==> src/rtl/stage_sequencer_if.sv <==
// Control/status bundle between the core's stage controller and the stage sequencer.
// The master drives the control requests and the slave (the sequencer) drives status.
interface stage_sequencer_if #(
  parameter int unsigned NUM_STAGES = 5,
  parameter int unsigned PC_WIDTH   = 8,
  parameter int unsigned CNT_WIDTH  = 16
);
  logic                  start;
  logic                  stall;
  logic                  halt;
  logic                  redirect;
  logic [PC_WIDTH-1:0]   redirect_pc;
  logic [PC_WIDTH-1:0]   pc;
  logic [NUM_STAGES-1:0] stage_valid;
  logic                  fetch_en;
  logic                  retire;
  logic                  busy;
  logic [CNT_WIDTH-1:0]  instr_count;

  modport master (
    output start, stall, halt, redirect, redirect_pc,
    input  pc, stage_valid, fetch_en, retire, busy, instr_count
  );

  modport slave (
    input  start, stall, halt, redirect, redirect_pc,
    output pc, stage_valid, fetch_en, retire, busy, instr_count
  );
endinterface

==> src/rtl/stage_sequencer.sv <==
// Stage-token sequencer and PC generator for the MIPS core stage enables.
// Multicycle mode circulates one token; pipelined mode issues one instruction per cycle.
module stage_sequencer #(
  parameter int unsigned NUM_STAGES     = 5,
  parameter int unsigned PC_WIDTH       = 8,
  parameter int unsigned PC_STEP        = 1,
  parameter int unsigned PIPELINED      = 0,
  parameter int unsigned REDIRECT_STAGE = 2,
  parameter int unsigned CNT_WIDTH      = 16
) (
  input  logic              clock,
  input  logic              reset_n,
  stage_sequencer_if.slave  seq_if
);

  localparam int unsigned LAST = NUM_STAGES - 1;
  // Stages below REDIRECT_STAGE hold younger instructions that a redirect squashes.
  localparam logic [NUM_STAGES-1:0] KEEP_MASK = {NUM_STAGES{1'b1}} << REDIRECT_STAGE;

  if (NUM_STAGES < 2) begin : g_bad_stages
    $error("stage_sequencer: NUM_STAGES must be at least 2");
  end
  if ((REDIRECT_STAGE < 1) || (REDIRECT_STAGE > NUM_STAGES - 1)) begin : g_bad_redirect
    $error("stage_sequencer: REDIRECT_STAGE out of range");
  end

  typedef enum logic [1:0] {
    S_IDLE  = 2'd0,
    S_RUN   = 2'd1,
    S_DRAIN = 2'd2
  } state_e;

  state_e                state_q, state_d;
  logic [PC_WIDTH-1:0]   pc_q, pc_d;
  logic [NUM_STAGES-1:0] sv_q, sv_d;
  logic [CNT_WIDTH-1:0]  cnt_q, cnt_d;
  logic [PC_WIDTH-1:0]   pc_inc;
  logic                  issue;

  assign pc_inc = pc_q + PC_WIDTH'(PC_STEP);
  assign issue  = (state_q == S_RUN) & ~seq_if.halt & ~seq_if.redirect;

  // Next-state logic; a stalled cycle leaves every register untouched.
  always_comb begin
    state_d = state_q;
    pc_d    = pc_q;
    sv_d    = sv_q;
    cnt_d   = cnt_q;
    if (!seq_if.stall) begin
      if (sv_q[LAST]) begin
        cnt_d = cnt_q + CNT_WIDTH'(1);
      end
      unique case (state_q)
        S_IDLE: begin
          if (seq_if.start) begin
            state_d = S_RUN;
            sv_d    = NUM_STAGES'(1);
          end
        end
        S_RUN, S_DRAIN: begin
          if (PIPELINED != 0) begin
            sv_d = {sv_q[NUM_STAGES-2:0], issue};
            if (seq_if.redirect) begin
              sv_d = sv_d & KEEP_MASK;
              pc_d = seq_if.redirect_pc;
            end else if (sv_q[0]) begin
              pc_d = pc_inc;
            end
            if ((state_q == S_RUN) && seq_if.halt) begin
              state_d = S_DRAIN;
            end else if ((state_q == S_DRAIN) && (sv_d == '0)) begin
              state_d = S_IDLE;
            end
          end else begin
            // Token wraps to stage 0 on the retire edge unless draining.
            if (sv_q[LAST]) begin
              pc_d = seq_if.redirect ? seq_if.redirect_pc : pc_inc;
              if (state_q == S_DRAIN) begin
                sv_d    = '0;
                state_d = S_IDLE;
              end else begin
                sv_d = NUM_STAGES'(1);
              end
            end else begin
              sv_d = sv_q << 1;
            end
            if ((state_q == S_RUN) && seq_if.halt) begin
              state_d = S_DRAIN;
            end
          end
        end
        default: begin
          state_d = S_IDLE;
          sv_d    = '0;
        end
      endcase
    end
  end

  always_ff @(posedge clock or negedge reset_n) begin
    if (!reset_n) begin
      state_q <= S_IDLE;
      pc_q    <= '0;
      sv_q    <= '0;
      cnt_q   <= '0;
    end else begin
      state_q <= state_d;
      pc_q    <= pc_d;
      sv_q    <= sv_d;
      cnt_q   <= cnt_d;
    end
  end

  assign seq_if.pc          = pc_q;
  assign seq_if.stage_valid = sv_q;
  assign seq_if.fetch_en    = sv_q[0] & ~seq_if.stall;
  assign seq_if.retire      = sv_q[LAST] & ~seq_if.stall;
  assign seq_if.busy        = (state_q != S_IDLE);
  assign seq_if.instr_count = cnt_q;

endmodule

==> src/flat_wrapper.sv <==
// flat-port wrapper written by rule: the top's interface ports become plain ports
module stage_sequencer_flat 
#(
  parameter int unsigned NUM_STAGES     = 5,
  parameter int unsigned PC_WIDTH       = 8,
  parameter int unsigned PC_STEP        = 1,
  parameter int unsigned PIPELINED      = 0,
  parameter int unsigned REDIRECT_STAGE = 2,
  parameter int unsigned CNT_WIDTH      = 16
)
  (clock, reset_n, seq_if_start, seq_if_stall, seq_if_halt, seq_if_redirect, seq_if_redirect_pc, seq_if_pc, seq_if_stage_valid, seq_if_fetch_en, seq_if_retire, seq_if_busy, seq_if_instr_count);
  stage_sequencer_if #(.NUM_STAGES(NUM_STAGES), .PC_WIDTH(PC_WIDTH), .CNT_WIDTH(CNT_WIDTH)) seq_if_i ();
  input  logic clock;
  input  logic reset_n;
  input wire logic [$bits(seq_if_i.start)-1:0] seq_if_start;
  input wire logic [$bits(seq_if_i.stall)-1:0] seq_if_stall;
  input wire logic [$bits(seq_if_i.halt)-1:0] seq_if_halt;
  input wire logic [$bits(seq_if_i.redirect)-1:0] seq_if_redirect;
  input wire logic [$bits(seq_if_i.redirect_pc)-1:0] seq_if_redirect_pc;
  output wire logic [$bits(seq_if_i.pc)-1:0] seq_if_pc;
  output wire logic [$bits(seq_if_i.stage_valid)-1:0] seq_if_stage_valid;
  output wire logic [$bits(seq_if_i.fetch_en)-1:0] seq_if_fetch_en;
  output wire logic [$bits(seq_if_i.retire)-1:0] seq_if_retire;
  output wire logic [$bits(seq_if_i.busy)-1:0] seq_if_busy;
  output wire logic [$bits(seq_if_i.instr_count)-1:0] seq_if_instr_count;
  assign seq_if_i.start = seq_if_start;
  assign seq_if_i.stall = seq_if_stall;
  assign seq_if_i.halt = seq_if_halt;
  assign seq_if_i.redirect = seq_if_redirect;
  assign seq_if_i.redirect_pc = seq_if_redirect_pc;
  assign seq_if_pc = seq_if_i.pc;
  assign seq_if_stage_valid = seq_if_i.stage_valid;
  assign seq_if_fetch_en = seq_if_i.fetch_en;
  assign seq_if_retire = seq_if_i.retire;
  assign seq_if_busy = seq_if_i.busy;
  assign seq_if_instr_count = seq_if_i.instr_count;
  stage_sequencer #(.NUM_STAGES(NUM_STAGES), .PC_WIDTH(PC_WIDTH), .PC_STEP(PC_STEP), .PIPELINED(PIPELINED), .REDIRECT_STAGE(REDIRECT_STAGE), .CNT_WIDTH(CNT_WIDTH)) u_core (.clock(clock), .reset_n(reset_n), .seq_if(seq_if_i));
endmodule
==> config.mk <==
export PLATFORM = sky130hd
export DESIGN_NAME = stage_sequencer_flat
export DESIGN_NICKNAME = d
export VERILOG_FILES = /design/src/rtl/stage_sequencer_if.sv /design/src/rtl/stage_sequencer.sv /design/src/flat_wrapper.sv
export SDC_FILE = /design/constraint.sdc
export NUM_CORES = 1
export LEC_CHECK = 0
export CAP_MARGIN = 20
export CELL_PAD_IN_SITES_DETAIL_PLACEMENT = 1
export CELL_PAD_IN_SITES_GLOBAL_PLACEMENT = 1
export CORE_ASPECT_RATIO = 1.2
export CORE_MARGIN = 5
export CORE_UTILIZATION = 38
export CTS_CLUSTER_DIAMETER = 150
export DETAILED_ROUTE_END_ITERATION = 12
export MAX_ROUTING_LAYER = met4
export PLACE_DENSITY = 0.92
export SYNTH_ARGS = -nofsm -noshare
export SYNTH_HDL_FRONTEND = slang
export SYNTH_SLANG_ARGS = --single-unit
==> constraint.sdc <==
create_clock -name clock -period 5.1 [get_ports clock]
set_clock_uncertainty 0.1 [all_clocks]
set_input_delay 0.765 -clock clock [delete_from_list [all_inputs] [get_ports clock]]
set_output_delay 0.765 -clock clock [all_outputs]
set_load 0.005 [all_outputs]
## Yosys cells after proc, flatten, opt, wreduce, memory -nomap -nowiden

Cells that the tools add are included.

| cells by class | value |
|---|---|
| $add $sub $neg | 2 |
| equal/unequal tests | 5 |
| muxes and demuxes | 10 |
| bitwise gates (word level) | 3 |
| reductions and logical operators | 8 |

Operator list:

| cell | count |
|---|---|
| adder 16 x 1 -> 16 bit (second input constant) | 1 |
| two-way mux 5 bit | 2 |
| case mux 5 bit (2 select lines) | 1 |
| adder 8 x 1 -> 8 bit (second input constant) | 1 |
| two-way mux 2 bit | 4 |
| two-way mux 8 bit | 1 |
| != test 3 x 1 -> 1 bit (second input constant) | 2 |
| case mux 2 bit (2 select lines) | 1 |
| AND reduction 2 bit | 2 |
| AND reduction 4 bit | 1 |
| AND reduction 3 bit | 1 |
| AND 1 bit | 2 |
| equality test 2 x 1 -> 1 bit (second input constant) | 1 |
| equality test 2 bit (second input constant) | 1 |
| zero test 2 bit | 1 |
| != test 2 bit (second input constant) | 1 |
| nonzero test 2 bit | 1 |
| OR reduction 2 bit | 1 |
| logical AND 1 bit | 1 |
| two-way mux 1 bit | 1 |
| NOT 1 bit | 1 |

| storage, ports and cells | value |
|---|---|
| register bits after elaboration | 31 |
| input bits | 14 |
| output and inout bits | 32 |
| word-level logic and storage cells | 32 |

## Longest topological paths before layout

| logic depth | value |
|---|---|
| depth in word-level cells | 5 |
| gate-level depth with buffers | 6 |
| mapped depth without buffers | 6 |

## Least setup slack after synthesis

No wires, ideal clock.

| path | value |
|---|---|
| path kind | input to output |
| start point | input seq_if_stall |
| end point | output seq_if_retire |
| arrival time | 0.993 ns |
| required time | 4.235 ns |
| slack | 3.242 ns |
| stages | 2 |
| buffers on the path | 1 |
| cell sequence | nor2b_1 > buf_4 |

| on the way | value |
|---|---|
| word-level cells in the longest chain between the ends | 2 |

RTL lines:

| what | RTL line | RTL |
|---|---|---|
| start, declared | flat_wrapper.sv:16 | `input wire logic [$bits(seq_if_i.stall)-1:0] seq_if_stall;` |
| NOT 1 bit (no source line) | -- |  |
| AND 1 bit | stage_sequencer.sv:117 | `assign seq_if.retire = sv_q[LAST] & ~seq_if.stall;` |
| end, declared | flat_wrapper.sv:23 | `output wire logic [$bits(seq_if_i.retire)-1:0] seq_if_retire;` |

Every way passes these cells.

## Worst setup path after layout

Same ends and word-level chain as after synthesis.

==> flow_summary.json <==
{
  "criticalPathCategory": "in2out",
  "synth.net_count": 175,
  "synth_cell_types": 40,
  "hold_buffers": 0,
  "tightest_slew_ps": 630,
  "cts_sinks": 31,
  "multi_input_area_um2": 767,
  "p_int_mw": 0.581,
  "yosysMostFrequentCell": "dfrtp_1",
  "rows": 25,
  "place.gp.congestion": 0.778,
  "synth.largest_area_cell": "dfrtp_1",
  "finalHoldViolations": 0,
  "htreeDepth": 2,
  "numCtsBuffers": 5,
  "sequential_cell_area_um2": 776,
  "boundaryPins": 46,
  "critPathLaunchType": "input pin",
  "p_sw_frac": 0.319,
  "area_growth_pct": 37.4,
  "drv_slew": 0,
  "required_ps": 4240,
  "start_util": 0.400,
  "cts-root-buf": "clkbuf_8",
  "die_area_um2": 5610,
  "status": "completed",
  "cts.path.max_buffers": 2,
  "synth_top_area_share": 0.485,
  "clock_latency_ps": 280,
  "drc_errors": 0,
  "drive_gt1_frac": 0.0739,
  "yosys_warnings": 0,
  "slew_headroom": 0.579,
  "tns_ps": 0,
  "pwr-share-clk": 0.250,
  "fillers": 466,
  "grtUsageTotal": 0.163,
  "clkTransAtPathRegs_ps": 70,
  "antennaDiodeCount": 0,
  "drt-initial-drc-count": 91,
  "worstPathMaxFanout": 6,
  "fp.coreArea_um2": 4000,
  "cts_setup_buffers": 0,
  "gr-total-overflow": 0,
  "fmax_mhz": 325,
  "netlist_area_um2": 1600,
  "rsz0062_at_grt": "no",
  "synthTopCellsByArea": "dfrtp_1 (48%), ha_1 (5.5%), xnor2_1 (4.9%)",
  "die_h_um": 81.1,
  "yosys_register_bits": 31,
  "die_x_um": 69.2,
  "ant_nets": 0,
  "setup_viol": 0,
  "vias": 1351,
  "async_flop_share": 1.00,
  "portBuffers": 45,
  "placed_cells": 249,
  "grt_start_max_net_pins": 32,
  "firstDrtPassIters": 4,
  "nNetsFinal": 223,
  "ir_worst_vdd_uv": 270,
  "synth_edf_count": 0,
  "antenna_found_initial": 0,
  "netlist_instances": 154,
  "leakagePower_nw": 0.969,
  "p_switching_mw": 0.272,
  "wl_per_cell_um": 16.1,
  "synth_flop_cell": "dfrtp_1",
  "cp.arrival_ps": 2210,
  "cts_resized": 0,
  "power_frac_seq": 0.420,
  "grt_pass1_vias": 1455,
  "cts_tree": "done",
  "wirelength_um": 4130,
  "synthTopCellsByCount": "dfrtp_1 (31), nor2_1 (12), nand3_1 (9), o21ai_0 (9), xnor2_1 (9)",
  "ys_seq_area_frac": 0.485,
  "grt_pass1_wl_um": 7000,
  "total_power_mw": 0.852,
  "drv_cap": 0,
  "via_per_inst": 5.26,
  "critical_path.endpoint_type": "output port",
  "place_hpwl_um": 3090,
  "p_comb_frac": 0.331,
  "period_needed_ps": 3080,
  "power_density_nw_per_um2": 388,
  "hp-class": "reg2reg",
  "postSynthAreaPerCell_um2": 10.4,
  "stdcell_count": 257,
  "finalCritPeriodShare": 0.603
}
## worst max-delay path, cell delays in order
cell,delay [ps]
clkdlybuf4s50_1,460
nor2b_1,400
clkdlybuf4s50_1,590
## placed cells by master, fill, tap and decap left out, types with 3 or more instances in the layout
cell              n
clkbuf_8          7
a22o_1            4
dfrtp_1          31
xor2_1            6
clkdlybuf4s50_1  45
nor2_1           12
xnor2_1           9
inv_1             8
and4_1            4
a21oi_1           7
ha_1              7
nor2b_1           3
o21ai_0           9
nand4_1           3
nand2_1           8
nand3_1           9
## metrics by stage
stage | setup slack (ps) | area [um2] | hold slack [ps] | utilization
after global routing | 1900 | 2200 | 412 | 0.549
after CTS | 2010 | 2200 | 394 | 0.549
final | 2020 | 2200 | 385 | 0.549
after floorplan | 3240 | 1600 | 365 | -
after detailed placement | 2030 | 2100 | 385 | 0.524
after global placement | 2010 | 2100 | 370 | 0.524
## worst paths after layout
kind	startpoint	slack, ps	cells past startpoint	to
max in group asynchronous	reset_n	3830	2	u_core.seq_if.pc[3]
hold reg to reg	u_core.seq_if.instr_count[15]	380	1	u_core.seq_if.instr_count[15]
min in group asynchronous	reset_n	780	2	u_core.seq_if.instr_count[12]
setup / recovery	seq_if_stall	2020	3	seq_if_retire
hold / removal	u_core.seq_if.instr_count[15]	380	1	u_core.seq_if.instr_count[15]
setup reg to reg	u_core.state_q[1]	2990	5	u_core.seq_if.pc[7]
## routing by layer
layer  vias to the layer above  global-route usage  wire [um]
met2                        32               0.280       2140
met3                         9              0.0433        162
met5                         -                   -          0
met4                         0              0.0820         95
li1                        637                   -          -
met1                       673               0.175       1730
## cell type report
type / count / area share
Sequential cell: 31 / 0.353
Multi-Input combinational cell: 110 / 0.349
Timing Repair Buffer: 46 / 0.208
Clock buffer: 8 / 0.0455
Tap cell: 54 / 0.0307
Inverter: 8 / 0.0137
## power by group through the flow
stage | Clock, mW | Combinational (mW) | Sequential (mW)
2_1_floorplan | 0 | 0.138 | 0.349
3_3_place_gp | 0 | 0.269 | 0.359
3_5_place_dp | 0 | 0.283 | 0.362
4_1_cts | 0.219 | 0.289 | 0.358
5_1_grt | 0.226 | 0.312 | 0.368
6_report | 0.213 | 0.282 | 0.358
## flip-flops by register name (all words and copies together) (netlist names)
register                   count
u_core.seq_if.pc               8
u_core.seq_if.stage_valid      5
u_core.state_q                 2
u_core.seq_if.instr_count     16
## kinds of logic (layout without fill, tap and decap cells)
kind of cell,after synthesis,count (layout),share of synthesized area
compound gates,29,29,0.120
mux,3,3,0.0203
flops,31,31,0.485
buf+inv,13,62,0.0360
simple gates,56,56,0.202
fa+ha+maj,7,7,0.0547
xor+xnor,15,15,0.0821
No activity file was read; power rests on OpenSTA's default activity.
